==> src/rtl/training_data_server_pkg.sv <==
// Shared types for the training data server: FSM state encoding,
// default sample field width and the packed {x1, x2, t} sample record.
package training_data_server_pkg;

   localparam int unsigned DATA_W_DEF = 8;

   typedef enum logic [1:0] {
      IDLE    = 2'd0,
      FETCH   = 2'd1,
      VALID   = 2'd2,
      RELEASE = 2'd3
   } state_t;

   typedef struct packed {
      logic signed [DATA_W_DEF-1:0] x1;
      logic signed [DATA_W_DEF-1:0] x2;
      logic signed [DATA_W_DEF-1:0] t;
   } sample_t;

endpackage

==> src/rtl/training_data_server_if.sv <==
// Request/serve handshake, memory load port and status of the training data
// server. Optional epoch-limit signals exist only when
// TRAINING_DATA_SERVER_EPOCH_LIMIT_EN is defined.
interface training_data_server_if
   import training_data_server_pkg::*;
#(
   parameter int unsigned DATA_W = DATA_W_DEF,
   parameter int unsigned ADDR_W = 4
);
   logic                     req;
   logic                     rewind;
   logic [ADDR_W:0]          num_samples;
   logic                     wr_en;
   logic [ADDR_W-1:0]        wr_addr;
   logic signed [DATA_W-1:0] wr_x1;
   logic signed [DATA_W-1:0] wr_x2;
   logic signed [DATA_W-1:0] wr_t;
   logic                     ready;
   logic signed [DATA_W-1:0] x1;
   logic signed [DATA_W-1:0] x2;
   logic signed [DATA_W-1:0] t;
   logic                     eof;
   logic [ADDR_W-1:0]        idx;
   logic [7:0]               epoch_cnt;
`ifdef TRAINING_DATA_SERVER_EPOCH_LIMIT_EN
   logic [7:0]               epoch_limit;
   logic                     limit_hit;
`endif

   modport master (
`ifdef TRAINING_DATA_SERVER_EPOCH_LIMIT_EN
      output epoch_limit,
      input  limit_hit,
`endif
      output req, rewind, num_samples, wr_en, wr_addr, wr_x1, wr_x2, wr_t,
      input  ready, x1, x2, t, eof, idx, epoch_cnt
   );

   modport slave (
`ifdef TRAINING_DATA_SERVER_EPOCH_LIMIT_EN
      input  epoch_limit,
      output limit_hit,
`endif
      input  req, rewind, num_samples, wr_en, wr_addr, wr_x1, wr_x2, wr_t,
      output ready, x1, x2, t, eof, idx, epoch_cnt
   );

endinterface

==> src/rtl/sample_mem.sv <==
// Sample storage: DEPTH entries of {x1, x2, t}, synchronous write,
// registered read. A same-cycle write to the address being read returns
// the old contents. The array itself is not reset; the read register is.
module sample_mem
   import training_data_server_pkg::*;
#(
   parameter int unsigned DATA_W = DATA_W_DEF,
   parameter int unsigned DEPTH  = 16,
   parameter int unsigned ADDR_W = 4
) (
   input  logic                  clk,
   input  logic                  rst,
   input  logic                  wr_en,
   input  logic [ADDR_W-1:0]     wr_addr,
   input  logic [3*DATA_W-1:0]   wr_data,
   input  logic                  rd_en,
   input  logic [ADDR_W-1:0]     rd_addr,
   output logic [3*DATA_W-1:0]   rd_data
);

   logic [3*DATA_W-1:0] mem [DEPTH];

   // Storage write, allowed in any cycle.
   always_ff @(posedge clk) begin
      if (wr_en) mem[wr_addr] <= wr_data;
   end

   // Read register; only loads on a fetch so served data holds otherwise.
   always_ff @(posedge clk or posedge rst) begin
      if (rst)        rd_data <= '0;
      else if (rd_en) rd_data <= mem[rd_addr];
   end

endmodule

==> src/rtl/training_data_server.sv <==
// Training data server: serves one stored sample per req high/low cycle,
// walking idx over the active sample count and counting completed epochs.
// Optional feature macro: TRAINING_DATA_SERVER_EPOCH_LIMIT_EN (epoch_limit
// input, sticky limit_hit output that blocks further requests).
module training_data_server
   import training_data_server_pkg::*;
#(
   parameter int unsigned DATA_W = DATA_W_DEF,
   parameter int unsigned DEPTH  = 16,
   parameter int unsigned ADDR_W = $clog2(DEPTH)
) (
   input logic                   clk,
   input logic                   rst,
   training_data_server_if.slave bus
);

   localparam logic [ADDR_W:0]   DEPTH_CNT = (ADDR_W+1)'(DEPTH);
   localparam logic [ADDR_W:0]   ONE_CNT   = (ADDR_W+1)'(1);
   localparam logic [ADDR_W-1:0] ONE_IDX   = ADDR_W'(1);

   state_t              state;
   state_t              state_nx;
   logic [ADDR_W:0]     active_q;
   logic [ADDR_W:0]     active_d;
   logic [ADDR_W:0]     last_idx;
   logic [ADDR_W-1:0]   idx_q;
   logic [7:0]          epoch_q;
   logic                eof_q;
   logic                at_last;
   logic                past_last;
   logic                ready_c;
   logic                fetch_en;
   logic                blocked;
   logic [3*DATA_W-1:0] wr_data;
   logic [3*DATA_W-1:0] rd_data;

   assign active_d  = (bus.num_samples == '0 || bus.num_samples > DEPTH_CNT)
                      ? DEPTH_CNT : bus.num_samples;
   assign last_idx  = active_q - ONE_CNT;
   assign at_last   = ({1'b0, idx_q} == last_idx);
   // Wrap also covers an idx left beyond a since-shrunk active count.
   assign past_last = ({1'b0, idx_q} >= last_idx);

`ifdef TRAINING_DATA_SERVER_EPOCH_LIMIT_EN
   logic limit_q;
   logic limit_now;

   // Blocking uses the live comparison as well so a request arriving in the
   // same cycle the limit is reached is already refused.
   assign limit_now = (bus.epoch_limit != 8'd0) && (epoch_q >= bus.epoch_limit);
   assign blocked   = limit_q || limit_now;
   assign bus.limit_hit = limit_q;

   // Sticky limit flag, cleared only by reset.
   always_ff @(posedge clk or posedge rst) begin
      if (rst)            limit_q <= 1'b0;
      else if (limit_now) limit_q <= 1'b1;
   end
`else
   assign blocked = 1'b0;
`endif

   // State register.
   always_ff @(posedge clk or posedge rst) begin
      if (rst) state <= IDLE;
      else     state <= state_nx;
   end

   // Next-state: one serve per req high/low cycle; rewind aborts a serve.
   always_comb begin
      state_nx = state;
      case (state)
         IDLE:    if (bus.req && !blocked) state_nx = FETCH;
         FETCH:   state_nx = VALID;
         VALID:   if (!bus.req) state_nx = RELEASE;
         RELEASE: state_nx = IDLE;
         default: state_nx = IDLE;
      endcase
      if (bus.rewind && (state == FETCH || state == VALID)) state_nx = IDLE;
   end

   // Outputs decoded from state.
   always_comb begin
      ready_c  = 1'b0;
      fetch_en = 1'b0;
      if (state == VALID)                 ready_c  = 1'b1;
      if (state == FETCH && !bus.rewind) fetch_en = 1'b1;
   end

   // Active count latch, eof capture, index walk and epoch counting.
   always_ff @(posedge clk or posedge rst) begin
      if (rst) begin
         active_q <= DEPTH_CNT;
         eof_q    <= 1'b0;
         idx_q    <= '0;
         epoch_q  <= '0;
      end else begin
         if (state == IDLE) active_q <= active_d;
         if (fetch_en)      eof_q    <= at_last;
         if (bus.rewind) begin
            idx_q <= '0;
         end else if (state == RELEASE) begin
            if (past_last) begin
               idx_q <= '0;
               if (epoch_q != 8'hFF) epoch_q <= epoch_q + 8'd1;
            end else begin
               idx_q <= idx_q + ONE_IDX;
            end
         end
      end
   end

   assign wr_data = {bus.wr_x1, bus.wr_x2, bus.wr_t};

   sample_mem #(
      .DATA_W (DATA_W),
      .DEPTH  (DEPTH),
      .ADDR_W (ADDR_W)
   ) u_mem (
      .clk     (clk),
      .rst     (rst),
      .wr_en   (bus.wr_en),
      .wr_addr (bus.wr_addr),
      .wr_data (wr_data),
      .rd_en   (fetch_en),
      .rd_addr (idx_q),
      .rd_data (rd_data)
   );

   assign bus.ready     = ready_c;
   assign bus.x1        = rd_data[3*DATA_W-1 -: DATA_W];
   assign bus.x2        = rd_data[2*DATA_W-1 -: DATA_W];
   assign bus.t         = rd_data[DATA_W-1:0];
   assign bus.eof       = eof_q;
   assign bus.idx       = idx_q;
   assign bus.epoch_cnt = epoch_q;

endmodule

==> src/flat_wrapper.sv <==
// flat-port wrapper written by rule: the top's interface ports become plain ports
module training_data_server_flat import training_data_server_pkg::*;
#(
   parameter int unsigned DATA_W = DATA_W_DEF,
   parameter int unsigned DEPTH  = 16,
   parameter int unsigned ADDR_W = $clog2(DEPTH)
)
  (clk, rst, bus_req, bus_rewind, bus_num_samples, bus_wr_en, bus_wr_addr, bus_wr_x1, bus_wr_x2, bus_wr_t, bus_ready, bus_x1, bus_x2, bus_t, bus_eof, bus_idx, bus_epoch_cnt);
  training_data_server_if #(.DATA_W(DATA_W), .ADDR_W(ADDR_W)) bus_i ();
  input logic clk;
  input logic rst;
  input wire logic [$bits(bus_i.req)-1:0] bus_req;
  input wire logic [$bits(bus_i.rewind)-1:0] bus_rewind;
  input wire logic [$bits(bus_i.num_samples)-1:0] bus_num_samples;
  input wire logic [$bits(bus_i.wr_en)-1:0] bus_wr_en;
  input wire logic [$bits(bus_i.wr_addr)-1:0] bus_wr_addr;
  input wire logic [$bits(bus_i.wr_x1)-1:0] bus_wr_x1;
  input wire logic [$bits(bus_i.wr_x2)-1:0] bus_wr_x2;
  input wire logic [$bits(bus_i.wr_t)-1:0] bus_wr_t;
  output wire logic [$bits(bus_i.ready)-1:0] bus_ready;
  output wire logic [$bits(bus_i.x1)-1:0] bus_x1;
  output wire logic [$bits(bus_i.x2)-1:0] bus_x2;
  output wire logic [$bits(bus_i.t)-1:0] bus_t;
  output wire logic [$bits(bus_i.eof)-1:0] bus_eof;
  output wire logic [$bits(bus_i.idx)-1:0] bus_idx;
  output wire logic [$bits(bus_i.epoch_cnt)-1:0] bus_epoch_cnt;
  assign bus_i.req = bus_req;
  assign bus_i.rewind = bus_rewind;
  assign bus_i.num_samples = bus_num_samples;
  assign bus_i.wr_en = bus_wr_en;
  assign bus_i.wr_addr = bus_wr_addr;
  assign bus_i.wr_x1 = bus_wr_x1;
  assign bus_i.wr_x2 = bus_wr_x2;
  assign bus_i.wr_t = bus_wr_t;
  assign bus_ready = bus_i.ready;
  assign bus_x1 = bus_i.x1;
  assign bus_x2 = bus_i.x2;
  assign bus_t = bus_i.t;
  assign bus_eof = bus_i.eof;
  assign bus_idx = bus_i.idx;
  assign bus_epoch_cnt = bus_i.epoch_cnt;
  training_data_server #(.DATA_W(DATA_W), .DEPTH(DEPTH), .ADDR_W(ADDR_W)) u_core (.clk(clk), .rst(rst), .bus(bus_i));
endmodule
==> config.mk <==
export PLATFORM = sky130hd
export DESIGN_NAME = training_data_server_flat
export DESIGN_NICKNAME = d
export VERILOG_FILES = /design/src/rtl/training_data_server_pkg.sv /design/src/rtl/training_data_server_if.sv /design/src/rtl/sample_mem.sv /design/src/rtl/training_data_server.sv /design/src/flat_wrapper.sv
export SDC_FILE = /design/constraint.sdc
export NUM_CORES = 1
export LEC_CHECK = 0
export ABC_CLOCK_PERIOD_IN_PS = 3000
export CAP_MARGIN = 20
export CORE_ASPECT_RATIO = 1.5
export CORE_MARGIN = 1
export CORE_UTILIZATION = 55
export DETAILED_ROUTE_END_ITERATION = 16
export MAX_ROUTING_LAYER = met4
export PLACE_DENSITY = 0.74
export SYNTH_ARGS = -nofsm -noshare
export SYNTH_HDL_FRONTEND = slang
export SYNTH_SLANG_ARGS = --single-unit
==> constraint.sdc <==
create_clock -name clk -period 3 [get_ports clk]
set_input_delay 0.75 -clock clk [delete_from_list [all_inputs] [get_ports clk]]
set_output_delay 0.75 -clock clk [all_outputs]
set_load 0.1 [all_outputs]
Word-level counts from Yosys, hierarchy flattened
Memory sizes are Yosys's and may differ from the RTL's. A register that Yosys moved wholly into a read port is not among the register bits.
Index checks and enable logic that the tools add are counted.
{"block": "totals", "ff_bits": 20, "ramBits": 384, "inputBits": 38, "out_inout_bits": 38, "n_memories": 1}
{"memory": "u_core.u_mem.mem", "depth": 16, "word_bits": 24, "rd": 1, "rd_ports_with_merged_regs": 1, "wr": 1, "line_no": "sample_mem.sv:21", "text": "logic [3*DATA_W-1:0] mem [DEPTH];"}
{"block": "op_classes", "addsub": 3, "order_cmp": 2, "n_eq_ne": 7, "muxes": 12, "bitwise_logic": 1, "reduce_logical": 10}
{"op": "2-to-1 mux 4 bit", "n": 3}
{"op": "adder 8 x 1 -> 8 bit (second input constant)", "n": 1}
{"op": "!= test 8 bit (second input constant)", "n": 1}
{"op": "one-hot mux 2 bit (4 select lines)", "n": 1}
{"op": "2-to-1 mux 2 bit", "n": 3}
{"op": "== test 4 x 5 -> 1 bit", "n": 1}
{"op": "greater-or-equal comparator 4 x 5 -> 1 bit", "n": 1}
{"op": "> comparator 5 bit (second input constant)", "n": 1}
{"op": "zero test 5 bit", "n": 1}
{"op": "2-to-1 mux 5 bit", "n": 1}
{"op": "subtractor 5 x 1 -> 5 bit (second input constant)", "n": 1}
{"op": "adder 4 x 1 -> 4 bit (second input constant)", "n": 1}
{"op": "== test 2 bit (second input constant)", "n": 2}
{"op": "2-to-1 mux 1 bit", "n": 4}
{"op": "AND reduction 4 bit", "n": 1}
{"op": "!= test 3 x 2 -> 1 bit (second input constant)", "n": 1}
{"op": "!= test 3 bit (second input constant)", "n": 1}
{"op": "== test 2 x 1 -> 1 bit (second input constant)", "n": 1}
{"op": "logical AND 1 bit", "n": 2}
{"op": "zero test 2 bit", "n": 1}
{"op": "logical OR 1 bit", "n": 2}
{"op": "AND reduction 2 bit", "n": 1}
{"op": "nonzero test 2 bit", "n": 1}
{"op": "zero test 1 bit", "n": 1}
{"op": "NOT 1 bit", "n": 1}

Logic depth before layout (Yosys ltp)
{"block": "logic_depth", "depth_word": 5, "depth_mapped": 8, "ltp_nobuf": 8}

Modules after synthesis
Synthesis repeated with hierarchy kept, for this count alone.
{"block": "hier_totals", "hier_cells": 774, "area_unflattened_um2": 16803.6}
{"module": "sample_mem", "n_inst": 1, "cells_per_inst": 665, "area_per_inst_um2": 15663.8, "seq_area_each_um2": 12131.6}
{"module": "training_data_server", "n_inst": 1, "cells_per_inst": 109, "area_per_inst_um2": 1139.8, "seq_area_each_um2": 501.7}

Worst setup path before layout
OpenSTA, ideal clock, no wires.
{"block": "synth_path", "path_type": "input -> register", "startpoint": "in bus_wr_addr[2]", "endpoint": "mem u_core.u_mem.mem[0][0] (netlist bit) (enable)", "t_arrival_ps": 2932, "setup_slack_ps": -367, "path_stages": 2, "path_cell_list": "or3b_2 > nor3_1"}
{"element": "start, declared", "line_no": "flat_wrapper.sv:16", "text": "input wire logic [$bits(bus_i.wr_addr)-1:0] bus_wr_addr;"}
{"element": "end, declared", "line_no": "sample_mem.sv:21"}
No word-level cell before the write port.

Worst setup path in the final report
{"block": "layout_path", "startpoint": "reg u_core.active_q[2]", "endpoint": "reg u_core.idx_q[3] (netlist: u_core.bus.idx[3])"}
{"block": "layout_via", "elab_chain_cells": 5}
{"element": "start, declared", "line_no": "training_data_server.sv:23", "text": "logic [ADDR_W:0] active_q;"}
{"element": "start signal, assigned", "line_no": "training_data_server.sv:98", "text": "if (state == IDLE) active_q <= active_d;"}
{"element": "subtractor 5 x 1 -> 5 bit", "line_no": "training_data_server.sv:39", "text": "assign last_idx = active_q - ONE_CNT;"}
{"element": "greater-or-equal comparator 4 x 5 -> 1 bit", "line_no": "training_data_server.sv:42", "text": "assign past_last = ({1'b0, idx_q} >= last_idx);"}
{"element": "2-to-1 mux 4 bit", "line_no": "training_data_server.sv:103", "text": "if (past_last) begin"}
{"element": "2-to-1 mux 4 bit", "line_no": "training_data_server.sv:102", "text": "end else if (state == RELEASE) begin"}
{"element": "2-to-1 mux 4 bit", "line_no": "training_data_server.sv:100", "text": "if (bus.rewind) begin"}
{"element": "end signal, assigned", "line_no": "training_data_server.sv:107", "text": "idx_q <= idx_q + ONE_IDX;"}
{"element": "end, declared", "line_no": "training_data_server.sv:26", "text": "logic [ADDR_W-1:0] idx_q;"}
No other way between the ends. The select of a mux whose other input is x is not followed.
A chain may end at the register's enable or synchronous reset.

==> summary.txt <==
Global routing
  – Vias in the first global route: 8,815
  – All-layer global routing usage: 0.252
  – Remaining global-route overflow: 0
  – Global-route wire length before repair: 53,700 microns
  – Largest net degree at the start of global routing: 53
  – Initial antenna violation count: 1

Place
  – DP Wirelength: 21,800 microns
  – IO Port Bufs: 75
  – Place WS: 345 ps
  – GP Congestion: 0.907
  – Placed cells: 1,245

Synthesis
  – Count leader, synth: edfxtp_1
  – Mux contribution to synthesized area: 0.157
  – Post-Synth Simple-Gate Area: 0.0207
  – Syn Inst Count: 782
  – Post-Synth XOR/XNOR Area: 0.00526
  – Synth unique cells: 43
  – Asr flop ratio synth: 0.103
  – Area of the mapped netlist: 16,600 sq um
  – Yosys top cell area share: 0.693
  – Synth area leader: edfxtp_1
  – Top cells by instance count after synthesis: 384 x edfxtp_1, 58 x mux4_2, 49 x o22ai_1
  – FF+latch count, synth: 428
  – Synthesized Nets: 833
  – Post-synthesis compound-gate area fraction: 0.0332
  – Post-synth EDFFs: 384
  – Post-synthesis adder-cell area fraction: 0.00977
  – Largest family of logic cells by synthesized area: multiplexers
  – Mapped Avg Cell Area: 21.3 sq um
  – Synth Warn #: 0
  – Synth top area cells: edfxtp_1 69%, mux4_2 7.8%, dfrtp_1 6.5%
  – Post-synthesis sequential area ratio: 0.759
  – Synth Flop Type: edfxtp_1

Timing
  – RSZ-0062 raised after global routing: false
  – Clock Skew: 19.5 ps
  – Setup_tns: 0 ps
  – Slew headroom: 0.278
  – Slew @ Worst Pin: 1080 ps
  – Crit share post-route: 0.840
  – Final Hold Viols: 0
  – Slew Limit Fails: 0
  – Fmax: 0.397 GHz
  – Final worst slack: 479 ps
  – Final setup vio count: 0
  – Worst hold-check slack: 515 ps
  – Fin crit period: 2520 ps

Run status
  – Outcome: completed

Clock network
  – Clk sinks: 428
  – Root Driver: clkbuf_16
  – Post-CTS Hold Fix Bufs: 0
  – Worst skew pair latency: 540 ps
  – Setup bufs post-CTS: 0
  – Num CTS Buffers: 37
  – Reg clk slew, reported paths: 70 ps
  – CTS tree: built
  – CTS H-tree lvls: 2
  – Clock Tree Buf Depth: 3
  – Cts repair resizes: 0

Critical path
  – Flop2flop setup slack: 480 ps
  – Element type at the critical path start: register
  – Setup crit end kind: register
  – Arr. time, crit path: 2940 ps
  – Crit Path Category: register to register
  – Worst path required time: 3420 ps
  – Worst-path maximum fanout: 10

Detailed routing
  – Antenna-violating nets left: 0
  – Drt drc: 0
  – Detailed Routing Iterations Pass 1: 5
  – Wire length per cell: 27.5 microns
  – DR vias/cell: 6.35
  – Total number of vias: 8,350
  – WL final: 36,200 microns
  – Iteration-0 DRC Markers: 805

Layout
  – Synth-to-Final Area Change: 16.3%
  – Layout cells sized above 1: 0.257
  – Nets: 940
  – Cell Count, Final, Fillers Out: 1,314

Floorplan
  – Die height: 215 microns
  – IO Pins: 76
  – Site row count: 77
  – Total core area: 29,700 sq um
  – Starting Density: 0.561
  – Chip width: 144 microns
  – Die area: 31,000 sq um

Power
  – Peak supply drop: 0.568 mV
  – P_leak: 0.00633 uW
  – Pwr Density: 798 nW/um^2

Run
  – MaxCap Viol Count: 0

Min path
  – Min-Delay Path Class: register to register
area by class of cell:
cell class | instances | area [sq um]
sequential | 428 | 12600
fill | 1953 | 10300
multi-input combinational | 301 | 3830
timing repair buffer | 108 | 1120
clock buffer | 48 | 1050
tap | 395 | 494
clock inverter | 20 | 185
inverter | 13 | 48.8
antenna | 1 | 2.50
flip-flops by register name (all words and copies together) (netlist names):
register              count
u_core.u_mem.mem        384
u_core.active_q           5
u_core.bus.eof            1
u_core.state              2
u_core.u_mem.rd_data     24
u_core.bus.idx            4
u_core.bus.epoch_cnt      8
critical path: stages, from the launching register on:
cell and delay [ps]:
dfrtp_1 430, nor3_1 240, xnor2_1 150, ha_1 290, and3_1 220, a221oi_4 490, o21ai_0 290, o211ai_1 300
routing by layer:
metal,GRT usage,up-vias,wire length [microns]
met1,0.311,4380,13600
met3,0.0414,82,2530
met2,0.421,383,18900
li1,-,3505,-
met5,-,-,0
met4,0.0869,0,1120
through the flow:
stage                util  cell area (sq um)  total power, uW
finish              0.653              19400            15500
detailed placement  0.611              18100            10700
CTS                 0.653              19400            15500
floorplan               -              16700             9810
global route        0.653              19400            15900
global placement    0.611              18100            10600
logic make-up (layout without fill, tap and decap cells):
group	after synthesis	in the layout
flip-flops	428	428
multiplexers	123	123
AO/OA/AOI/OAI	90	90
AND/OR/NAND/NOR	65	65
buffers and inverters	53	189
adder cells (fa/ha/maj)	13	13
XOR/XNOR	10	10
other	0	1
worst paths after layout:
| check | start | end | depth (start not counted) |
|---|---|---|---|
| max in group asynchronous | rst | u_core.active_q[4] | 3 |
| worst max register to register | u_core.active_q[2] | u_core.bus.idx[3] | 7 |
| worst max-delay path | u_core.active_q[2] | u_core.bus.idx[3] | 7 |
| min in group asynchronous | rst | u_core.u_mem.rd_data[17] | 2 |
| worst min register to register | u_core.bus.epoch_cnt[6] | u_core.bus.epoch_cnt[6] | 1 |
| worst min-delay path | u_core.bus.epoch_cnt[6] | u_core.bus.epoch_cnt[6] | 1 |
report_power, final:
| part | switching (uW) | internal (uW) |
|---|---|---|
| Combinational | 2440 | 1120 |
| Clock | 2080 | 2750 |
| Sequential | 229 | 6840 |
| Total | 4750 | 10700 |
layout by cell type (no fill, tap or decap), types with 5 or more instances in the layout:
master and count:
mux4_1 38, buf_12 17, mux2_2 25, a21oi_1 26, edfxtp_1 384, nand3b_1 5, clkbuf_1 5, dfrtp_1 40
clkdlybuf4s50_1 37, o22ai_1 49, nor2_2 12, o21ai_0 6, xor2_1 7, clkbuf_16 39, nor4_1 5, mux4_2 58
nand2_1 8, buf_4 54, ha_1 13, inv_1 11, clkinv_1 8, nand3_1 6
(Power assumes the default switching activity.)
